**config.mk**
```make
export PLATFORM = sky130hd
export DESIGN_NAME = tick_rate_controller
export DESIGN_NICKNAME = d
export VERILOG_FILES = /design/src/rtl/tick_rate_pkg.sv /design/src/rtl/decade_stage.sv /design/src/rtl/tick_rate_controller.sv
export SDC_FILE = /design/constraint.sdc
export NUM_CORES = 1
export LEC_CHECK = 0
export BUFFER_PORTS_ARGS = -buffer_cell sky130_fd_sc_hd__buf_2
export CAP_MARGIN = 20
export CORE_MARGIN = 1
export CORE_UTILIZATION = 55
export CTS_BUF_LIST = sky130_fd_sc_hd__clkbuf_8
export CTS_CLUSTER_SIZE = 8
export DETAILED_ROUTE_END_ITERATION = 8
export PLACE_DENSITY = 0.76
export SYNTH_ARGS = -nofsm -noshare
export SYNTH_HDL_FRONTEND = slang
export SYNTH_HIERARCHICAL = 1
export SYNTH_SLANG_ARGS = --single-unit
```
**constraint.sdc**
```tcl
create_clock -name CLOCK -period 3.6 [get_ports CLOCK]
set_input_delay 0.18 -clock CLOCK [delete_from_list [all_inputs] [get_ports CLOCK]]
set_output_delay 0.18 -clock CLOCK [all_outputs]
set_load 0.02 [all_outputs]
```
**src/rtl/tick_rate_pkg.sv**
```systemverilog
// Shared types and constants for the tick rate controller and its decade stages.
package tick_rate_pkg;

    typedef enum logic [1:0] {
        ST_STOPPED = 2'd0,
        ST_RUN     = 2'd1,
        ST_STEP    = 2'd2
    } state_e;

    localparam logic [3:0] DECADE_MAX = 4'd9;

endpackage

```
**src/rtl/decade_stage.sv**
```systemverilog
// One divide-by-10 stage: counts 0..9 while enabled, flags its wrap as TC.
module decade_stage
    import tick_rate_pkg::*;
(
    input  logic       CLOCK,
    input  logic       CLEAR,
    input  logic       ZERO,
    input  logic       EN,
    output logic [3:0] COUNT,
    output logic       TC
);

    logic [3:0] count_q, count_d;

    always_comb begin
        count_d = count_q;
        if (ZERO) begin
            count_d = '0;
        end else if (EN) begin
            count_d = (count_q == DECADE_MAX) ? 4'd0 : count_q + 4'd1;
        end
    end

    always_ff @(negedge CLOCK or negedge CLEAR) begin
        if (!CLEAR) begin
            count_q <= '0;
        end else begin
            count_q <= count_d;
        end
    end

    assign COUNT = count_q;
    assign TC    = EN && (count_q == DECADE_MAX);

endmodule

```
**src/rtl/tick_rate_controller.sv**
```systemverilog
// Run/stop/step controller: prescaler plus decade chain, with rate selection that
// only switches on a tick boundary so TICK never sees a glitched period.
module tick_rate_controller
    import tick_rate_pkg::*;
#(
    parameter int unsigned PRESCALE = 50000,
    parameter int unsigned PW       = 16,
    parameter int unsigned STAGES   = 3,
    parameter int unsigned SW       = 2
) (
    input  logic                CLOCK,
    input  logic                CLEAR,
    input  logic                RUN,
    input  logic                STOP,
    input  logic                STEP,
    input  logic                ZERO,
    input  logic [SW-1:0]       SEL,
    output logic                TICK,
    output logic                SQUARE,
    output logic                RUNNING,
    output logic [SW-1:0]       ACT_SEL,
    output logic [4*STAGES-1:0] DIGITS
);

    localparam logic [PW-1:0] PRE_MAX = PW'(PRESCALE - 1);
    localparam logic [SW-1:0] SEL_MAX = SW'(STAGES);

    state_e            state_q, state_d;
    logic [PW-1:0]     pre_q, pre_d;
    logic [SW-1:0]     act_sel_q, act_sel_d;
    logic              tick_q, tick_d;
    logic              square_q, square_d;

    logic              enabled;
    logic              pre_tc;
    logic              sel_tc;
    logic [SW-1:0]     sel_clamped;
    logic [STAGES-1:0] stage_en;
    logic [STAGES-1:0] stage_tc;
    logic [(1<<SW)-1:0] tc_vec;

    assign enabled = (state_q == ST_RUN);
    // ZERO masks the terminal so a clearing edge can never also produce a tick.
    assign pre_tc  = enabled && !ZERO && (pre_q == PRE_MAX);

    for (genvar k = 0; k < STAGES; k++) begin : g_stage
        if (k == 0) begin : g_first
            assign stage_en[k] = pre_tc;
        end else begin : g_rest
            assign stage_en[k] = stage_tc[k-1];
        end

        decade_stage u_stage (
            .CLOCK (CLOCK),
            .CLEAR (CLEAR),
            .ZERO  (ZERO),
            .EN    (stage_en[k]),
            .COUNT (DIGITS[4*k +: 4]),
            .TC    (stage_tc[k])
        );
    end

    always_comb begin
        tc_vec    = '0;
        tc_vec[0] = pre_tc;
        for (int k = 0; k < STAGES; k++) begin
            tc_vec[k+1] = stage_tc[k];
        end
    end

    assign sel_tc      = tc_vec[act_sel_q];
    assign sel_clamped = (SEL > SEL_MAX) ? SEL_MAX : SEL;

    always_comb begin
        state_d   = state_q;
        pre_d     = pre_q;
        act_sel_d = act_sel_q;
        tick_d    = 1'b0;

        case (state_q)
            ST_STOPPED: begin
                if (STOP) begin
                    state_d = ST_STOPPED;
                end else if (RUN) begin
                    state_d = ST_RUN;
                end else if (STEP) begin
                    state_d = ST_STEP;
                end
                act_sel_d = sel_clamped;
            end
            ST_RUN: begin
                if (STOP) begin
                    state_d = ST_STOPPED;
                end
                tick_d = sel_tc;
                if (sel_tc) begin
                    act_sel_d = sel_clamped;
                end
            end
            ST_STEP: begin
                state_d = ST_STOPPED;
                tick_d  = 1'b1;
            end
            default: state_d = ST_STOPPED;
        endcase

        if (ZERO) begin
            pre_d = '0;
        end else if (enabled) begin
            pre_d = pre_tc ? '0 : pre_q + PW'(1);
        end

        square_d = square_q ^ tick_d;
    end

    always_ff @(negedge CLOCK or negedge CLEAR) begin
        if (!CLEAR) begin
            state_q   <= ST_STOPPED;
            pre_q     <= '0;
            act_sel_q <= '0;
            tick_q    <= 1'b0;
            square_q  <= 1'b0;
        end else begin
            state_q   <= state_d;
            pre_q     <= pre_d;
            act_sel_q <= act_sel_d;
            tick_q    <= tick_d;
            square_q  <= square_d;
        end
    end

    assign TICK    = tick_q;
    assign SQUARE  = square_q;
    assign RUNNING = (state_q == ST_RUN);
    assign ACT_SEL = act_sel_q;

endmodule
```
== Word-level counts from Yosys, hierarchy flattened ==
Cells that the tools add are included.

* Mux-type cells: 23
* Add/subtract/negate cells: 4
* Order comparisons: 2
* Reductions and logical operators: 14
* Equal/unequal tests: 9
* Bitwise operators: 1

{| class="wikitable"
|+ Operators by type and width
! operator !! number
|-
| $mux 16 || 3
|-
| $mux 4 || 9
|-
| $add 16x1->16 const B || 1
|-
| $eq 16x16->1 const B || 1
|-
| $add 4x1->4 const B || 3
|-
| $eq 4x4->1 const B || 3
|-
| $mux 2 || 6
|-
| $reduce_bool 2->1 || 5
|-
| $pmux 2 s2 || 2
|-
| $logic_and 1x1->1 || 5
|-
| $ne 4x4->1 const B || 1
|-
| $reduce_and 2->1 || 2
|-
| $lt 2x3->1 const B || 1
|-
| $bmux 1 s2 || 1
|-
| $eq 2x1->1 const B || 1
|-
| $eq 2x2->1 const B || 1
|-
| $gt 2x2->1 const B || 1
|-
| $logic_not 2->1 || 1
|-
| $ne 2x1->1 const B || 1
|-
| $ne 2x2->1 const B || 1
|-
| $pmux 1 s2 || 1
|-
| $logic_not 1->1 || 1
|-
| $mux 1 || 1
|-
| $xor 1x1->1 || 1
|}

* Word-level logic and storage cells: 61
* Input bits: 8
* Bits in registers: 34

== Depth between registers and ports, before layout ==
* Word-level depth: 10
* Mapped depth: 15
* Gate-level depth less buffers: 14

== Cells and area by module ==
Netlist, hierarchy kept.

{| class="wikitable"
|+ Modules (own cells, without submodules)
! module !! instances !! seq. area each (µm²) !! cells each !! area each (µm²)
|-
| tick_rate_controller || 1 || 550.5 || 149 || 1358.8
|-
| decade_stage || 3 || 100.1 || 26 || 241.5
|}

==> flow_summary.toml <==
[outcome]
outcome = "completed"

[power]
internal_power_uw = 593
seqPwrFrac = 0.506
p_per_area_nw_per_um2 = 335
switchingPower_uw = 219
power_leakage_nw = 1.10
power_switching_share = 0.270
pwr-share-clk = 0.355
combPwrFrac = 0.139
peakVddDrop_mv = 0.292

[routing]
viasPerCell = 6.02
post-route-drc-count = 0
ant_nets = 0
dr.pass1.iters = 5
wirelength_um = 4680
wire_per_inst_um = 15.1
vias = 1859
drt-initial-drc-count = 199

[final_layout]
area_growth_pct = 16.5
drive_gt1_frac = 0.243
fillers = 305
antennaDiodeCount = 0
nets = 280
design_area_um2 = 2430

[sta]
holdWs_ps = 485
setup_viol = 0
hold_viol_final = 0
finClkSkew_ps = 4.01
finalSetupTns_ps = 0
max_slew_margin = 0.504
setup_slack_ps = 270
maxSlewViolCount = 0
rsz0062_at_grt = "false"
worst_pin_slew_ps = 745

[synth]
synth_cell_types = 44
postSynth.asyncResetShare = 1.00
avgSynthCellArea_um2 = 9.18
synth_area_um2 = 2080
synth_edf_count = 0
ys.flop_type = "dfrtn_1"
ys_seq_elements = 34
ys_warn_count = 6
syn_inst = 227
synth_fp_nets = 245
seq_area_frac_synth = 0.408

[clock_tree]
cts_tree = "yes"
cts_num_sinks = 34
clk_path_buf_depth = 2
numCtsBuffers = 5
cts.clk_slew.worst_paths_ps = 50
root_buffer = "clkbuf_8"
cts_hold_buf = 0
clock_latency_ps = 290
postCtsResizedCells = 0
post_cts_buffers = 0
htree_levels = 2

[placement]
dp_hpwl_um = 3270
place_area_um2 = 2330
pre_cts_slack_ps = -23.7
port_buffers = 24
routabilityCongestion = 0.831

[global_routing]
grt_antenna_before_repair = 0
grt_pass1_vias = 1697
grt_max_degree = 35
grt_overflow = 0
grt_pass1_wl_um = 7820
grt_usage = 0.252

[die]
die_y_um = 63.5
die_x_um = 63.5
dieArea_um2 = 4040
row_count = 21
io_pins = 25
start_util = 0.601
core_um2 = 3470

[worst_hold_path]
hold_class = "flop to flop"

[worst_setup_path]
cp.required_ps = 1920
critPathMaxFanout = 4
cp-start-kind = "input pin"
worstPathArrival_ps = 1650
crit_type = "input pin to flop"
rrSetupSlack_ps = 740
endpoint_kind = "flop"

[run]
drv_cap = 0
==> area by class of cell <==
class                   instances  area, um^2  area share
well taps                      46        57.6      0.0237
clock inverters                 2        8.76     0.00361
repair buffers                 33         188      0.0774
clock buffers                   6        82.6      0.0340
multi-input cells             174        1190       0.489
flip-flops and latches         34         851       0.351
inverters                      14        52.6      0.0217
==> metrics by stage <==
stage | utilization | power [mW] | instances
2_1_floorplan | - | 0.487 | 227
3_3_place_gp | 0.673 | 0.530 | 301
3_5_place_dp | 0.673 | 0.531 | 301
4_1_cts | 0.699 | 0.824 | 309
5_1_grt | 0.699 | 0.858 | 309
6_report | 0.699 | 0.812 | 309
==> path summary, 6_finish.rpt <==
check	endpoint	from	cells after the start
min in group asynchronous	pre_q[10]$_DFFE_NN0P_	CLEAR	1
worst min-delay path	pre_q[5]$_DFFE_NN0P_	pre_q[5]$_DFFE_NN0P_	1
max in group asynchronous	g_stage[0].u_stage/COUNT[1]$_DFFE_NN0P_	CLEAR	1
worst max register to register	SQUARE$_DFF_NN0_	pre_q[0]$_DFFE_NN0P_	14
worst min register to register	pre_q[5]$_DFFE_NN0P_	pre_q[5]$_DFFE_NN0P_	1
worst max-delay path	SQUARE$_DFF_NN0_	ZERO	13
==> critical path, stage by stage <==
cell and delay (ps):
buf_2 100, nand2b_4 140, nor2b_4 120, inv_2 60, nor2_4 90, inv_2 60, nor2_4 90, inv_2 50
nor2_1 90, mux2i_1 100, mux2i_1 320, a2111o_1 180, nand3_1 80
==> synthesized netlist by cell type, types with 2 or more instances <==
library cell / n / area, um^2
nor3_1: 3 / 15.0
and3_1: 2 / 12.5
and4b_2: 4 / 45.0
a21oi_2: 3 / 26.3
nor2_1: 11 / 41.3
nand2_1: 28 / 105
a21o_1: 4 / 30.0
dfrtn_1: 34 / 851
o21ai_0: 13 / 65.1
nor2b_1: 2 / 12.5
ha_1: 10 / 125
a31oi_1: 9 / 56.3
a22o_1: 4 / 35.0
nand3_1: 12 / 60.1
nand3b_1: 11 / 82.6
nand4_1: 4 / 25.0
nand2_2: 3 / 18.8
inv_1: 14 / 52.6
clkbuf_1: 3 / 11.3
a21oi_1: 17 / 85.1
nor4_1: 2 / 12.5
a211o_1: 4 / 35.0
a21boi_0: 3 / 22.5
mux2i_1: 5 / 50.1
and4_1: 2 / 17.5
nand2b_1: 2 / 12.5
==> cells by family after synthesis <==
| kind of cell | after synthesis | share of synthesized area |
|---|---|---|
| AND/OR/NAND/NOR | 93 | 0.256 |
| AO/OA/AOI/OAI | 64 | 0.205 |
| flip-flops | 34 | 0.408 |
| buffers and inverters | 19 | 0.0366 |
| adder cells (fa/ha/maj) | 10 | 0.0601 |
| multiplexers | 6 | 0.0294 |
| XOR/XNOR | 1 | 0.00420 |
==> metal layers <==
| layer | up-vias | GRT usage | part of all wire |
|---|---|---|---|
| met1 | 891 | 0.352 | 0.48 |
| li1 | 911 | - | - |
| met2 | 55 | 0.367 | 0.46 |
| met3 | 2 | 0.0707 | 0.053 |
| met4 | 0 | 0.0966 | 0.0053 |
| met5 | - | 0 | 0 |
==> flip-flops by register name, summed over array words and instances (netlist names) <==
name and count:
pre_q 16, g_stage.u_stage/COUNT 12, ACT_SEL 2, state_q 2, SQUARE 1, TICK 1
==> power by group through the flow <==
stage | logic [mW] | registers (mW) | clock network [mW]
final | 0.113 | 0.411 | 0.289
after global routing | 0.128 | 0.413 | 0.318
after CTS | 0.115 | 0.410 | 0.299
after detailed placement | 0.114 | 0.417 | 0
after global placement | 0.112 | 0.417 | 0
after floorplan | 0.0643 | 0.422 | 0
==> layout by cell type (no fill, tap or decap), types with 3 or more instances in the layout <==
| master | synthesis | routed |
|---|---|---|
| nand3b_1 | 11 | 11 |
| inv_1 | 14 | 12 |
| nand2_2 | 3 | 3 |
| mux2i_1 | 5 | 5 |
| inv_2 | 0 | 3 |
| clkbuf_8 | 0 | 6 |
| buf_2 | 1 | 24 |
| and4b_2 | 4 | 4 |
| nand4_1 | 4 | 4 |
| buf_4 | 1 | 9 |
| a21o_1 | 4 | 4 |
| nor2_1 | 11 | 9 |
| nand2_1 | 28 | 28 |
| a22o_1 | 4 | 4 |
| o21ai_0 | 13 | 13 |
| a21oi_2 | 3 | 3 |
| a21boi_0 | 3 | 3 |
| a21oi_1 | 17 | 17 |
| a31oi_1 | 9 | 9 |
| a211o_1 | 4 | 4 |
| ha_1 | 10 | 10 |
| dfrtn_1 | 34 | 34 |
| nor3_1 | 3 | 3 |
| nand3_1 | 12 | 12 |
Note: power is estimated with default switching activity, not from simulation.
